<file path="config.mk">
export PLATFORM = sky130hd
export DESIGN_NAME = hazard_track_pipe
export DESIGN_NICKNAME = d
export VERILOG_FILES = /design/src/rtl/hazard_track_pipe_pkg.sv /design/src/rtl/hazard_track_pipe_stage_reg.sv /design/src/rtl/hazard_track_pipe.sv
export SDC_FILE = /design/constraint.sdc
export NUM_CORES = 1
export LEC_CHECK = 0
export CORE_MARGIN = 2
export CORE_UTILIZATION = 41
export DETAILED_ROUTE_END_ITERATION = 7
export GPL_TIMING_DRIVEN = 0
export PLACE_DENSITY = 0.85
export SLEW_MARGIN = 0
export SYNTH_ARGS = -nofsm -noshare
export SYNTH_HDL_FRONTEND = slang
export SYNTH_HIERARCHICAL = 1
export SYNTH_SLANG_ARGS = --single-unit
</file>
<file path="constraint.sdc">
create_clock -name clk -period 2.1 [get_ports clk]
set_input_delay 0.42 -clock clk [delete_from_list [all_inputs] [get_ports clk]]
set_output_delay 0.42 -clock clk [all_outputs]
set_load 0.1 [all_outputs]
</file>
<file path="src/rtl/hazard_track_pipe_pkg.sv">
// Shared definitions for the E/M/W hazard tracking pipeline.
// Slot record layout, reset constants and the saturating Tnew step.
package hazard_track_pipe_pkg;

  localparam int unsigned TNEW_W   = 3;
  localparam int unsigned INSTR_W  = 32;
  localparam int unsigned PC_W     = 32;
  localparam int unsigned A3_W     = 5;
  localparam logic [PC_W-1:0]    PC_RESET = 32'h0000_3000;
  localparam logic [INSTR_W-1:0] NOP      = 32'h0000_0000;

  typedef logic [TNEW_W-1:0] tnew_t;

  typedef struct packed {
    logic               valid;
    logic [INSTR_W-1:0] instr;
    logic [PC_W-1:0]    pc;
    logic [A3_W-1:0]    a3;
    tnew_t              tnew;
  } slot_t;

  // One stage hop of Tnew; holds at zero instead of wrapping.
  function automatic tnew_t tnew_dec(input tnew_t t);
    return (t == '0) ? '0 : t - tnew_t'(1);
  endfunction

endpackage

</file>
<file path="src/rtl/hazard_track_pipe_stage_reg.sv">
// Single pipeline slot register with synchronous clear and optional Tnew decrement.
module hazard_stage_reg
  import hazard_track_pipe_pkg::*;
#(
  parameter bit              DEC    = 1'b0,
  parameter logic [PC_W-1:0] RST_PC = PC_RESET
) (
  input  logic  clk,
  input  logic  reset,
  input  logic  clr,
  input  slot_t d,
  output slot_t q
);

  // Reset and clear both leave an empty bubble in the slot.
  always_ff @(posedge clk) begin
    if (reset || clr) begin
      q <= '{valid: 1'b0, instr: NOP, pc: RST_PC, a3: '0, tnew: '0};
    end else begin
      q <= '{valid: d.valid,
             instr: d.instr,
             pc:    d.pc,
             a3:    d.a3,
             tnew:  DEC ? tnew_dec(d.tnew) : d.tnew};
    end
  end

endmodule

</file>
<file path="src/rtl/hazard_track_pipe.sv">
// E/M/W tracking pipeline: carries A3/Tnew/Instr/PC from D to W for the
// stall and forwarding units, plus stall and retire performance counters.
module hazard_track_pipe
  import hazard_track_pipe_pkg::slot_t;
  import hazard_track_pipe_pkg::tnew_t;
#(
  parameter int unsigned TNEW_W   = hazard_track_pipe_pkg::TNEW_W,
  parameter logic [31:0] PC_RESET = hazard_track_pipe_pkg::PC_RESET,
  parameter int unsigned CNT_W    = 32
) (
  input  logic              clk,
  input  logic              reset,
  input  logic [31:0]       Instr_D,
  input  logic [31:0]       PC_D,
  input  logic [4:0]        A3_D,
  input  logic [TNEW_W-1:0] Tnew_D,
  input  logic              E_REG_clr,
  output logic [31:0]       Instr_E,
  output logic [31:0]       Instr_M,
  output logic [31:0]       Instr_W,
  output logic [31:0]       PC_E,
  output logic [31:0]       PC_M,
  output logic [31:0]       PC_W,
  output logic [4:0]        A3_E,
  output logic [4:0]        A3_M,
  output logic [4:0]        A3_W,
  output logic [TNEW_W-1:0] Tnew_E,
  output logic [TNEW_W-1:0] Tnew_M,
  output logic              ready_E,
  output logic              ready_M,
  output logic              wen_W,
  output logic [CNT_W-1:0]  stall_cnt,
  output logic [CNT_W-1:0]  retire_cnt
);

  slot_t slot_d, slot_e, slot_m, slot_w;

  assign slot_d = '{valid: 1'b1, instr: Instr_D, pc: PC_D, a3: A3_D,
                    tnew: tnew_t'(Tnew_D)};

  hazard_stage_reg #(.DEC(1'b0), .RST_PC(PC_RESET)) u_stage_e (
    .clk(clk), .reset(reset), .clr(E_REG_clr), .d(slot_d), .q(slot_e));

  hazard_stage_reg #(.DEC(1'b1), .RST_PC(PC_RESET)) u_stage_m (
    .clk(clk), .reset(reset), .clr(1'b0), .d(slot_e), .q(slot_m));

  hazard_stage_reg #(.DEC(1'b1), .RST_PC(PC_RESET)) u_stage_w (
    .clk(clk), .reset(reset), .clr(1'b0), .d(slot_m), .q(slot_w));

  // A3 is masked on bubbles so the stall unit can never match an empty slot.
  assign Instr_E = slot_e.instr;
  assign Instr_M = slot_m.instr;
  assign Instr_W = slot_w.instr;
  assign PC_E    = slot_e.pc;
  assign PC_M    = slot_m.pc;
  assign PC_W    = slot_w.pc;
  assign A3_E    = slot_e.valid ? slot_e.a3 : 5'd0;
  assign A3_M    = slot_m.valid ? slot_m.a3 : 5'd0;
  assign A3_W    = slot_w.valid ? slot_w.a3 : 5'd0;
  assign Tnew_E  = TNEW_W'(slot_e.tnew);
  assign Tnew_M  = TNEW_W'(slot_m.tnew);
  assign ready_E = slot_e.valid && (slot_e.a3 != 5'd0) && (slot_e.tnew == '0);
  assign ready_M = slot_m.valid && (slot_m.a3 != 5'd0) && (slot_m.tnew == '0);
  assign wen_W   = slot_w.valid && (slot_w.a3 != 5'd0);

  // Saturating performance counters.
  always_ff @(posedge clk) begin
    if (reset) begin
      stall_cnt  <= '0;
      retire_cnt <= '0;
    end else begin
      if (E_REG_clr && !(&stall_cnt))
        stall_cnt <= stall_cnt + CNT_W'(1);
      if (slot_w.valid && !(&retire_cnt))
        retire_cnt <= retire_cnt + CNT_W'(1);
    end
  end

  // A valid write-back slot must have its result available.
  a_tnew_w_zero : assert property (@(posedge clk) disable iff (reset)
                                   slot_w.valid |-> (slot_w.tnew == '0));

endmodule

</file>
==> metrics.md, run 1 <==
| Metric | Value |
|---|---|
| Largest net degree at the start of global routing | `15` |
| WP data arrival | `1780 ps` |
| DR iter-0 viols | `517` |
| Finished Cell Area | `15700 um^2` |
| DP Area | `14170 um^2` |
| Pwr per Cell Area | `768.1 nW/um^2` |
| Ports | `355` |
| Fill count | `1781` |
| Nets | `1377` |
| Cells after DPL | `1580` |
| YS warnings | `6` |
| Std-Cell Rows | `57` |
| WL per Instance | `19.34 um` |
| Worst r2r path cells | `6` |
| Antenna-violating nets left | `0` |
| Worst Hold Class | `input pin to flip-flop` |
| Worst-margin pin slew | `618.2 ps` |
| Pleak | `5.404 nW` |
| HPWL after DPL | `22370 um` |
| Drt pass-1 iters | `5` |
| Die W | `159.8 um` |
| WP data required | `1680 ps` |
| Drt total wl | `31830 um` |
| Fin crit share | `1.046` |
| GP Congestion | `0.8705` |
| Multi-input gate area | `3908 um^2` |
| Final Hold Violating Endpoints | `0` |
| Global-route wire length before repair | `49020 um` |
| Final Non-Filler Cells | `1646` |
| DRC | `0` |
| Initial core utilization | `0.4127` |
| Hold depth | `2` |
| Maximum vdd drop | `726.5 uV` |
| Initial antenna violation count | `0` |
| Vias in the first global route | `8857` |
| Die Span Y | `159.8 um` |
| Clock buffer depth | `3` |
| Cells after Synth | `902` |
| Setup violations, final | `3` |
| Root buf cell | `clkbuf_16` |
| Global route total overflow | `0` |
| Core area | `24110 um^2` |
| TritonCTS clock tree | `built` |
| Post-Syn Area | `9950 um^2` |
| CTS H-tree lvls | `1` |
| Final worst setup slack | `-95.79 ps` |
| Worst Path Max Fanout | `3` |
| Clk_skew | `7.554 ps` |
| Number of diodes | `0` |
| Ratio of cells with drive above 1 in the final layout | `0.3880` |
| Vias | `8672` |
| Die area | `25530 um^2` |
| GRT Total Usage | `0.2388` |
| Violations in the final reports | `setup timing` |
| Synth-to-layout area growth | `57.82%` |
| CP max stage cell | `or4b_4` |
| Critical Setup Path Class | `flip-flop to primary output` |
| Clock-pin slew on the worst setup and hold paths | `60 ps` |
| CTS Buf Count | `30` |
| Hold Buf Count CTS | `0` |
| Pre-CTS WS | `-689.1 ps` |
| # clock sinks | `280` |
| Final min period | `2196 ps` |
| Synthesized area per cell | `11.03 um^2` |
| Number of max-cap violations | `0` |
| Outcome | `finished, violations left` |
| Port buffer count | `353` |
| Crit path launch type | `flip-flop` |
| Max stage delay on crit path | `540 ps` |
| CP Cell Sequence | `or4b_4 -> a21oi_4 -> buf_12` |
| Vias per inst | `5.269` |
| Clk_lat worst skew | `550 ps` |
| Fmax | `455.4 MHz` |
| Sequential Area | `5843 um^2` |
| Worst setup EP type | `primary output` |
| RSZ-0062 raised after global routing | `yes` |
| Max Slew Vio Count | `0` |
| Slew margin rel. | `0.5772` |
==> path summary, 6_finish.rpt <==
path | from | end | slack, ps
hold / removal | E_REG_clr | u_stage_e/q[0]$_SDFF_PP0_ | 170
hold reg to reg | u_stage_e/q[20]$_SDFF_PP1_ | u_stage_m/q[20]$_SDFF_PP1_ | 470
setup reg to reg | retire_cnt[0]$_SDFFE_PP0P_ | retire_cnt[30]$_SDFFE_PP0P_ | 30
setup / recovery | u_stage_e/q[2]$_SDFF_PP0_ | ready_E | -100
==> placed cells by master, fill, tap and decap left out, types with 20 or more instances in the layout <==
master	instances
a21oi_1	36
buf_4	25
buf_6	29
clkbuf_16	33
clkdlybuf4s15_2	268
clkdlybuf4s50_1	72
dfxtp_1	208
dfxtp_4	59
nand2_1	22
nand3_1	20
nand4_1	27
nor2_1	36
nor3b_1	199
or3_1	22
==> timing repair <==
action                                  CTS  global route
setup buffers                             0            11
endpoints found under the setup margin  312            45
resized for setup                       882            23
pin swaps                                 1            10
==> worst max-delay path, delay by kind of cell (launching register included) <==
kind,cells,cell delay [ps]
and+or+nand+nor,1,540
DFF,1,330
buffers and inverters,1,190
AOI/OAI and AO/OA,1,160
==> state kept, by name, indices dropped and copies added (netlist names) <==
name	flops
u_stage_e/q	73
u_stage_m/q	73
u_stage_w/q	70
retire_cnt	32
stall_cnt	32
==> layout make-up <==
class                           instances  area share
Clock buffer                           42     0.05793
Inverter                                9    0.002151
Sequential cell                       280      0.3721
Multi-Input combinational cell        550      0.2488
Tap cell                              324     0.02582
Buffer                                 64     0.03530
Timing Repair Buffer                  363      0.2507
Clock inverter                         14    0.007171
==> metrics by stage <==
step             util  TNS, ps  hold WS [ps]  power, mW
3_5_place_dp   0.5878   -25440         439.2      6.838
5_1_grt        0.6514   -880.6         162.2      12.43
4_1_cts        0.6459   -407.8         144.0      12.11
2_1_floorplan       -   -62.91         464.0      6.433
6_report       0.6514   -243.5         170.5      12.06
3_3_place_gp   0.5878   -24670         418.5      6.824
==> per-layer routing <==
layer,vias up,global-route usage,part of all wire
met5,-,0,0
met4,0,0.07248,0.029
met3,71,0.07013,0.089
met2,400,0.4351,0.51
met1,4144,0.2690,0.38
li1,4057,-,-
==> power by group <==
part	switching (mW)	internal [mW]
Clock	2.18	3.16
Combinational	0.938	0.394
Sequential	0.0599	5.34
Power figures use the tool's default switching activity.
==> run 2: changes to the inputs <==
--- a/config.mk
+++ b/config.mk
@@ -10,7 +10,7 @@
 export DETAILED_ROUTE_END_ITERATION = 7
 export GPL_TIMING_DRIVEN = 0
 export PLACE_DENSITY = 0.85
-export SLEW_MARGIN = 0
+export SLEW_MARGIN = 20
 export SYNTH_ARGS = -nofsm -noshare
 export SYNTH_HDL_FRONTEND = slang
 export SYNTH_HIERARCHICAL = 1
==> results of run 2 <==
Final layout, timing and power as in run 1 (identical DEF).
